$ cat src/rtl/decode_result_arbiter.sv
// Packet-atomic round-robin arbiter sharing one byte link between NUM_REQ decoder controllers.
// Define RESULT_ARB_SRC_HEADER_EN to prefix each packet with a {4'hE, id} source byte.
module decode_result_arbiter #(
  parameter int NUM_REQ    = 4,
  parameter int PACKET_LEN = 9
) (
  input  logic                   clk,
  input  logic                   reset_n,
  input  logic [8*NUM_REQ-1:0]   in_data,
  input  logic [NUM_REQ-1:0]     in_valid,
  output logic [NUM_REQ-1:0]     in_ready,
  output logic [7:0]             out_data,
  output logic                   out_valid,
  input  logic                   out_ready,
  output logic [3:0]             grant_id,
  output logic                   busy
);

  localparam int ID_WIDTH  = 4;
  localparam int CNT_WIDTH = $clog2(PACKET_LEN + 1);
  localparam int PTR_WIDTH = $clog2(NUM_REQ);
  localparam logic [CNT_WIDTH-1:0] LAST_CNT = CNT_WIDTH'(PACKET_LEN - 1);

`ifdef RESULT_ARB_SRC_HEADER_EN
  typedef enum logic [1:0] {S_IDLE, S_HEADER, S_PAYLOAD} state_e;
`else
  typedef enum logic [1:0] {S_IDLE, S_PAYLOAD} state_e;
`endif

  state_e                 state_q, state_d;
  logic [PTR_WIDTH-1:0]   rr_ptr_q, rr_ptr_d;
  logic [ID_WIDTH-1:0]    grant_q, grant_d;
  logic [CNT_WIDTH-1:0]   byte_cnt_q, byte_cnt_d;

  logic                   pick_found;
  logic [ID_WIDTH-1:0]    pick_idx;
  logic [7:0]             sel_data;
  logic                   sel_valid;
  logic [PTR_WIDTH-1:0]   ptr_next;

  // Round-robin scan starting at rr_ptr, wrapping explicitly for non-power-of-2 counts.
  always_comb begin
    int cand;
    pick_found = 1'b0;
    pick_idx   = '0;
    for (int k = 0; k < NUM_REQ; k++) begin
      cand = int'(rr_ptr_q) + k;
      if (cand >= NUM_REQ) cand = cand - NUM_REQ;
      if (!pick_found && in_valid[cand[PTR_WIDTH-1:0]]) begin
        pick_found = 1'b1;
        pick_idx   = cand[ID_WIDTH-1:0];
      end
    end
  end

  always_comb begin
    sel_data  = '0;
    sel_valid = 1'b0;
    for (int i = 0; i < NUM_REQ; i++) begin
      if (grant_q == ID_WIDTH'(i)) begin
        sel_data  = in_data[8*i +: 8];
        sel_valid = in_valid[i];
      end
    end
  end

  assign ptr_next = (grant_q == ID_WIDTH'(NUM_REQ - 1)) ? '0 : PTR_WIDTH'(grant_q + 4'd1);

  always_comb begin
    state_d    = state_q;
    rr_ptr_d   = rr_ptr_q;
    grant_d    = grant_q;
    byte_cnt_d = byte_cnt_q;
    out_valid  = 1'b0;
    out_data   = '0;
    in_ready   = '0;
    case (state_q)
      S_IDLE: begin
        if (pick_found) begin
          grant_d    = pick_idx;
          byte_cnt_d = '0;
`ifdef RESULT_ARB_SRC_HEADER_EN
          state_d    = S_HEADER;
`else
          state_d    = S_PAYLOAD;
`endif
        end
      end
`ifdef RESULT_ARB_SRC_HEADER_EN
      S_HEADER: begin
        out_valid = 1'b1;
        out_data  = {4'hE, grant_q};
        if (out_ready) state_d = S_PAYLOAD;
      end
`endif
      S_PAYLOAD: begin
        // Grant is held through source bubbles; only the final byte releases it.
        out_data  = sel_data;
        out_valid = sel_valid;
        for (int i = 0; i < NUM_REQ; i++)
          in_ready[i] = (grant_q == ID_WIDTH'(i)) && out_ready;
        if (sel_valid && out_ready) begin
          byte_cnt_d = byte_cnt_q + 1'b1;
          if (byte_cnt_q == LAST_CNT) begin
            rr_ptr_d = ptr_next;
            state_d  = S_IDLE;
          end
        end
      end
      default: state_d = S_IDLE;
    endcase
  end

  always_ff @(posedge clk or negedge reset_n) begin
    if (!reset_n) begin
      state_q    <= S_IDLE;
      rr_ptr_q   <= '0;
      grant_q    <= '0;
      byte_cnt_q <= '0;
    end else begin
      state_q    <= state_d;
      rr_ptr_q   <= rr_ptr_d;
      grant_q    <= grant_d;
      byte_cnt_q <= byte_cnt_d;
    end
  end

  assign grant_id = grant_q;
  assign busy     = (state_q != S_IDLE);

endmodule

$ cat config.mk
export PLATFORM = sky130hd
export DESIGN_NAME = decode_result_arbiter
export DESIGN_NICKNAME = d
export VERILOG_FILES = /design/src/rtl/decode_result_arbiter.sv
export SDC_FILE = /design/constraint.sdc
export NUM_CORES = 1
export LEC_CHECK = 0
export CAP_MARGIN = 40
export CORE_ASPECT_RATIO = 1.2
export CORE_MARGIN = 8
export CORE_UTILIZATION = 39
export CTS_CLUSTER_SIZE = 30
export DETAILED_ROUTE_END_ITERATION = 8
export PLACE_DENSITY = 0.76
export SKIP_LAST_GASP = 1
export SLEW_MARGIN = 10
export SYNTH_ARGS = -nofsm -noshare
export SYNTH_HDL_FRONTEND = slang
export SYNTH_SLANG_ARGS = --single-unit
$ cat constraint.sdc
create_clock -name clk -period 3.1 [get_ports clk]
set_clock_uncertainty 0.2 [all_clocks]
set_input_delay 0.465 -clock clk [delete_from_list [all_inputs] [get_ports clk]]
set_output_delay 0.465 -clock clk [all_outputs]
set_load 0.03 [all_outputs]
-- Yosys cells after proc, flatten, opt, wreduce, memory -nomap -nowiden
Index checks and enable logic that the tools add are counted.
- $add $sub $neg: 9
- multipliers: 0
- div/mod/pow operators: 0
- $lt $le $gt $ge: 8
- equality and inequality tests: 8
- shifts and indexed selects: 0
- multiplexer cells: 39
- bitwise gates (word level): 0
- reductions and logical operators: 19
- operator list (kind ; count):
    two-way mux 4 bit ; 11
    two-way mux 8 bit ; 5
    two-way mux 1 bit ; 13
    < comparator 2 x 3 -> 1 bit (second input constant) ; 4
    subtractor 3 x 3 -> 4 bit (second input constant) ; 3
    >= comparator 3 bit (second input constant) ; 3
    AND reduction 3 bit ; 3
    binary-select mux 1 bit (select 2 bit) ; 4
    equality test 4 x 2 -> 1 bit (second input constant) ; 2
    logical AND 1 bit ; 8
    two-way mux 2 bit ; 4
    one-hot mux 4 bit (2 select lines) ; 1
    adder 2 x 2 -> 3 bit (second input constant) ; 2
    inequality test 2 bit (second input constant) ; 3
    adder 4 x 1 -> 4 bit (second input constant) ; 1
    equality test 4 x 1 -> 1 bit (second input constant) ; 1
    equality test 4 bit (second input constant) ; 1
    logical NOT 4 bit ; 1
    one-hot mux 2 bit (2 select lines) ; 1
    nonzero test 2 bit ; 2
    subtractor 2 x 3 -> 4 bit (second input constant) ; 1
    adder 2 x 1 -> 3 bit (second input constant) ; 1
    >= comparator 2 x 3 -> 1 bit (second input constant) ; 1
    logical NOT 1 bit ; 3
    other kinds (4) ; 4
- register bits after elaboration: 12
- latch bits: 0
- memory bits (writable): 0
- memory bits (read-only): 0
- bits of input ports: 39
- output and inout port bits: 18
- word-level logic and storage cells: 87
- memories: 0

-- Longest topological paths before layout
- depth after elaboration: 16
- gate-level depth with buffers: 9
- mapped depth without buffers: 7

-- Worst setup path after synthesis
No wires, ideal clock.
- kind: flip-flop to output port
- from: register grant_q[1], in the netlist grant_id[1]
- to: output port out_data[6]
- arrival time: 2.061 ns
- required time: 2.435 ns
- path slack: 0.374 ns
- stages on the path, launching flop included: 10
- path buffers: 2
- path through: dfrtp_1 > inv_1 > ha_1 > buf_2 > clkbuf_1 > and3b_1 > a21oi_1 > o21ai_0 > mux2i_1 > nor2_1
- longest elaborated chain between the ends: 6
- elaborated cells between the ends (all ways): 9
- classes of those cells: eq/ne (3); mux (5); reduce/logical (1)
- RTL lines (item ; RTL line ; text):
    start, declared ; 32 ; logic [ID_WIDTH-1:0] grant_q, grant_d;
    start signal, assigned ; 123 ; grant_q <= grant_d;
    logical NOT 4 bit ; 60 ; if (grant_q == ID_WIDTH'(i)) begin
    two-way mux 8 bit (3 in a row) ; 60 ;
    two-way mux 8 bit (*) ; 60 ;
    two-way mux 8 bit (*) ; 77 ; case (state_q)
    end, declared ; 12 ; output logic [7:0] out_data,
Mark *: on every way between the ends. The rest lies on a longest branch, timed or not.

-- Worst setup path in the final report
- from: register grant_q[0], in the netlist grant_id[0]
- to: output port in_ready[3]
- longest elaborated chain between the ends: 3
- RTL lines (item ; RTL line ; text):
    equality test 4 x 2 -> 1 bit ; 101 ; in_ready[i] = (grant_q == ID_WIDTH'(i)) && out_ready;
    logical AND 1 bit ; 101 ;
    two-way mux 4 bit ; 77 ;
    end, declared ; 11 ; output logic [NUM_REQ-1:0] in_ready,
No other way between the ends.

==> run metrics <==
min cycle time layout=2.91 ns; DPL Wire Length=3140 um; PwrDens=872 mW/mm^2; crit path to=in_ready[3]; total number of vias=1320; share of layout cells above drive strength 1=13.6%; vias per cell=5.62; Sw Share=51.1%; Die Y=78.3 um; TritonCTS Buffers=3; DR pass1 iterations=4; Final setup viols=0; PnR worst setup slack=0.187 ns; post-synthesis compound-gate area fraction=17.7%; Adder-Cell Fraction of Synth Area=8.93%; crit path buf inv count=1; Die X=67.9 um; Skew-Pair Late Insertion Delay=0.26 ns; mux cell area share after synthesis=21.5%; CTS tree=yes; Top Ports=57; Cell Chain, Critical Path=ha_1 > and3_1 > clkdlybuf4s50_1; Worst-Margin Slew=0.609 ns; clock group share of total power=5.8%; Worst R2R Start=rr_ptr_q[1]; largest cells by area after synthesis=dfrtp_1 (22%), ha_1 (8.9%), mux2i_1 (8.7%), and3b_1 (5.6%), mux4_2 (5.4%); RSZ-0062 raised after global routing=no; Layout Utilization=61.7%; Worst Hold Slack=0.325 ns; Post-Route WL=3890 um; WL per Instance=16.6 um; Yosys reg bits=11; CP Max Fanout=12; drc violations=0; top cells by count, synth=a21oi_1 (13), nor2_1 (13), nand2_1 (12); initial antenna violation count=0; grt total ovfl=0; top_reg_cell synth=dfrtp_1; final worst path period share=94.0%; antenna cells=0; Setup crit end kind=output port; final hold violation count=0; Static Leak=0.839 nW; clock buffer depth=2; Mapped Area=0.00126 mm^2; reg-to-reg endpoint=grant_id[2]; Layout Nets=248; largest family of logic cells by synthesized area=simple AND/OR/NAND/NOR gates; post-route cell area=0.00190 mm^2; synth unique cells=41; drt initial violations=68; Routed Antenna Nets=0; CTS clk-pin slew, worst paths=0.07 ns; reg2reg path depth=6; Gates resized, CTS repair=8; reg2reg setup slack=0.40 ns; crit-path max cell delay=0.67 ns; critical path class=flip-flop to output port; largest net degree at the start of global routing=20; area leader, netlist=dfrtp_1; Seq pwr share=15.8%; Rel. slew slack=59.4%; num rows=22; Synth Area in XOR/XNOR=0.694%; Logic pwr share=78.4%; Initial Utilization=40.9%; gp weighted congestion=0.845; Max rail drop VDD=0.610 mV; EDFF count, synth=0; slowest CP cell=clkdlybuf4s50_1; final max-slew violation count=0; sw power=847 uW; CP Launch Point=grant_id[0]; Setup Buffers After CTS=0; required time of the critical path=2.43 ns; Synth Instances=142; synthesis-to-layout area growth=50.9%; vias in the first global route=1305; die area=0.00532 mm^2; Core Area=0.00308 mm^2; pre-CTS WS=0.110 ns; Final Power=1.66 mW; Critical Path Stages=3; CP delay by family, top=buffers and inverters; Post-Place Cell Area=0.00186 mm^2; I/O Buffers=56; status=complete, no violations; Seq/Total Area, Yosys=21.8%; first-pass GRT wire length=6070 um; Internal Power=812 uW; root buffer cell=clkbuf_4; Hold WC Path Type=primary input to async pin; total clock sinks=11; hold_buf cts=0; Synth Area per Inst=8.88 um^2; Max Cap Viol=0; Mapped Nets=190; Total Routing Usage GR=13.8%; fmax=343 MHz; CP arrival=2.25 ns; Fill cells=285; crit path launch type=flip-flop; simple-gate share of the synthesized area=23.3%; ys async rst share=100%; share of the synthesized area in the top cell type=21.8%; H-tree depth=1; YS warnings=0
cell type report:
type                            count  area (um^2)  share of cell area (%)
Tap cell                           36         45.0                    2.37
Clock buffer                        3         22.5                    1.18
Clock inverter                      1         5.00                   0.263
Inverter                            9         33.8                    1.78
Timing Repair Buffer               61          594                    31.2
Multi-Input combinational cell    114          927                    48.7
Sequential cell                    11          275                    14.5
power by group through the flow:
stage          logic (mW)  registers (mW)  clock network (mW)
6_report             1.30           0.262              0.0959
5_1_grt              1.41           0.274               0.105
4_1_cts              1.30           0.259               0.101
3_5_place_dp         1.33           0.261                   0
3_3_place_gp         1.29           0.254                   0
2_1_floorplan       0.869           0.289                   0
worst min path at each step:
stage                startpoint            end  cells after the start
floorplan               reset_n  byte_cnt_q[0]                      0
global placement    grant_id[2]    grant_id[2]                      1
detailed placement  grant_id[3]    grant_id[3]                      1
CTS                     reset_n  byte_cnt_q[0]                      1
global route            reset_n    grant_id[3]                      1
finish                  reset_n  byte_cnt_q[3]                      1
cell usage in the layout, fill, tap and decap left out, types with 2 or more instances in the layout:
master,netlist,final
ha_1,9,6
nor2_1,13,13
dlymetal6s2s_1,0,2
inv_1,9,9
and3_1,4,4
mux4_2,3,3
nand2_1,12,12
buf_4,0,5
mux2i_1,11,11
a22o_1,2,2
dfrtp_1,11,11
and2_1,2,2
clkbuf_4,0,3
mux2_2,5,5
ha_2,0,2
dlygate4sd2_1,0,7
o21ai_0,9,9
clkdlybuf4s50_1,0,47
a21oi_1,13,13
and3b_1,8,8
worst register-to-register path, cell delays in order, from the launching register on:
cell and delay (ns):
dfrtp_1 0.48, inv_1 0.13, ha_1 0.40, mux4_2 0.61, nor4_4 0.31, nor2_2 0.13
mux2_1 0.33
sequential cells by signal, summed over array words and instances (netlist names):
register    cells
state_q         1
byte_cnt_q      4
rr_ptr_q        2
grant_id        4
per-layer routing:
| layer | wire (um) | GRT usage, % | up-vias |
|---|---|---|---|
| met2 | 1800 | 23.8 | 68 |
| met4 | 65 | 3.08 | 0 |
| met5 | 0 | 0 | - |
| li1 | - | - | 632 |
| met3 | 366 | 2.41 | 8 |
| met1 | 1660 | 17.3 | 612 |
cell families (layout without fill, tap and decap cells):
family,after synthesis,in the layout
mux,21,21
xor+xnor,1,1
flops,11,11
buf+inv,17,74
simple gates,49,49
compound gates,34,34
fa+ha+maj,9,9
metrics by stage:
step / cells / setup TNS [ns]
floorplan: 142 / 0
global placement: 231 / 0
detailed placement: 231 / 0
CTS: 235 / -0.0261
global route: 235 / 0
finish: 235 / 0
Note: power is estimated with default switching activity, not from simulation.
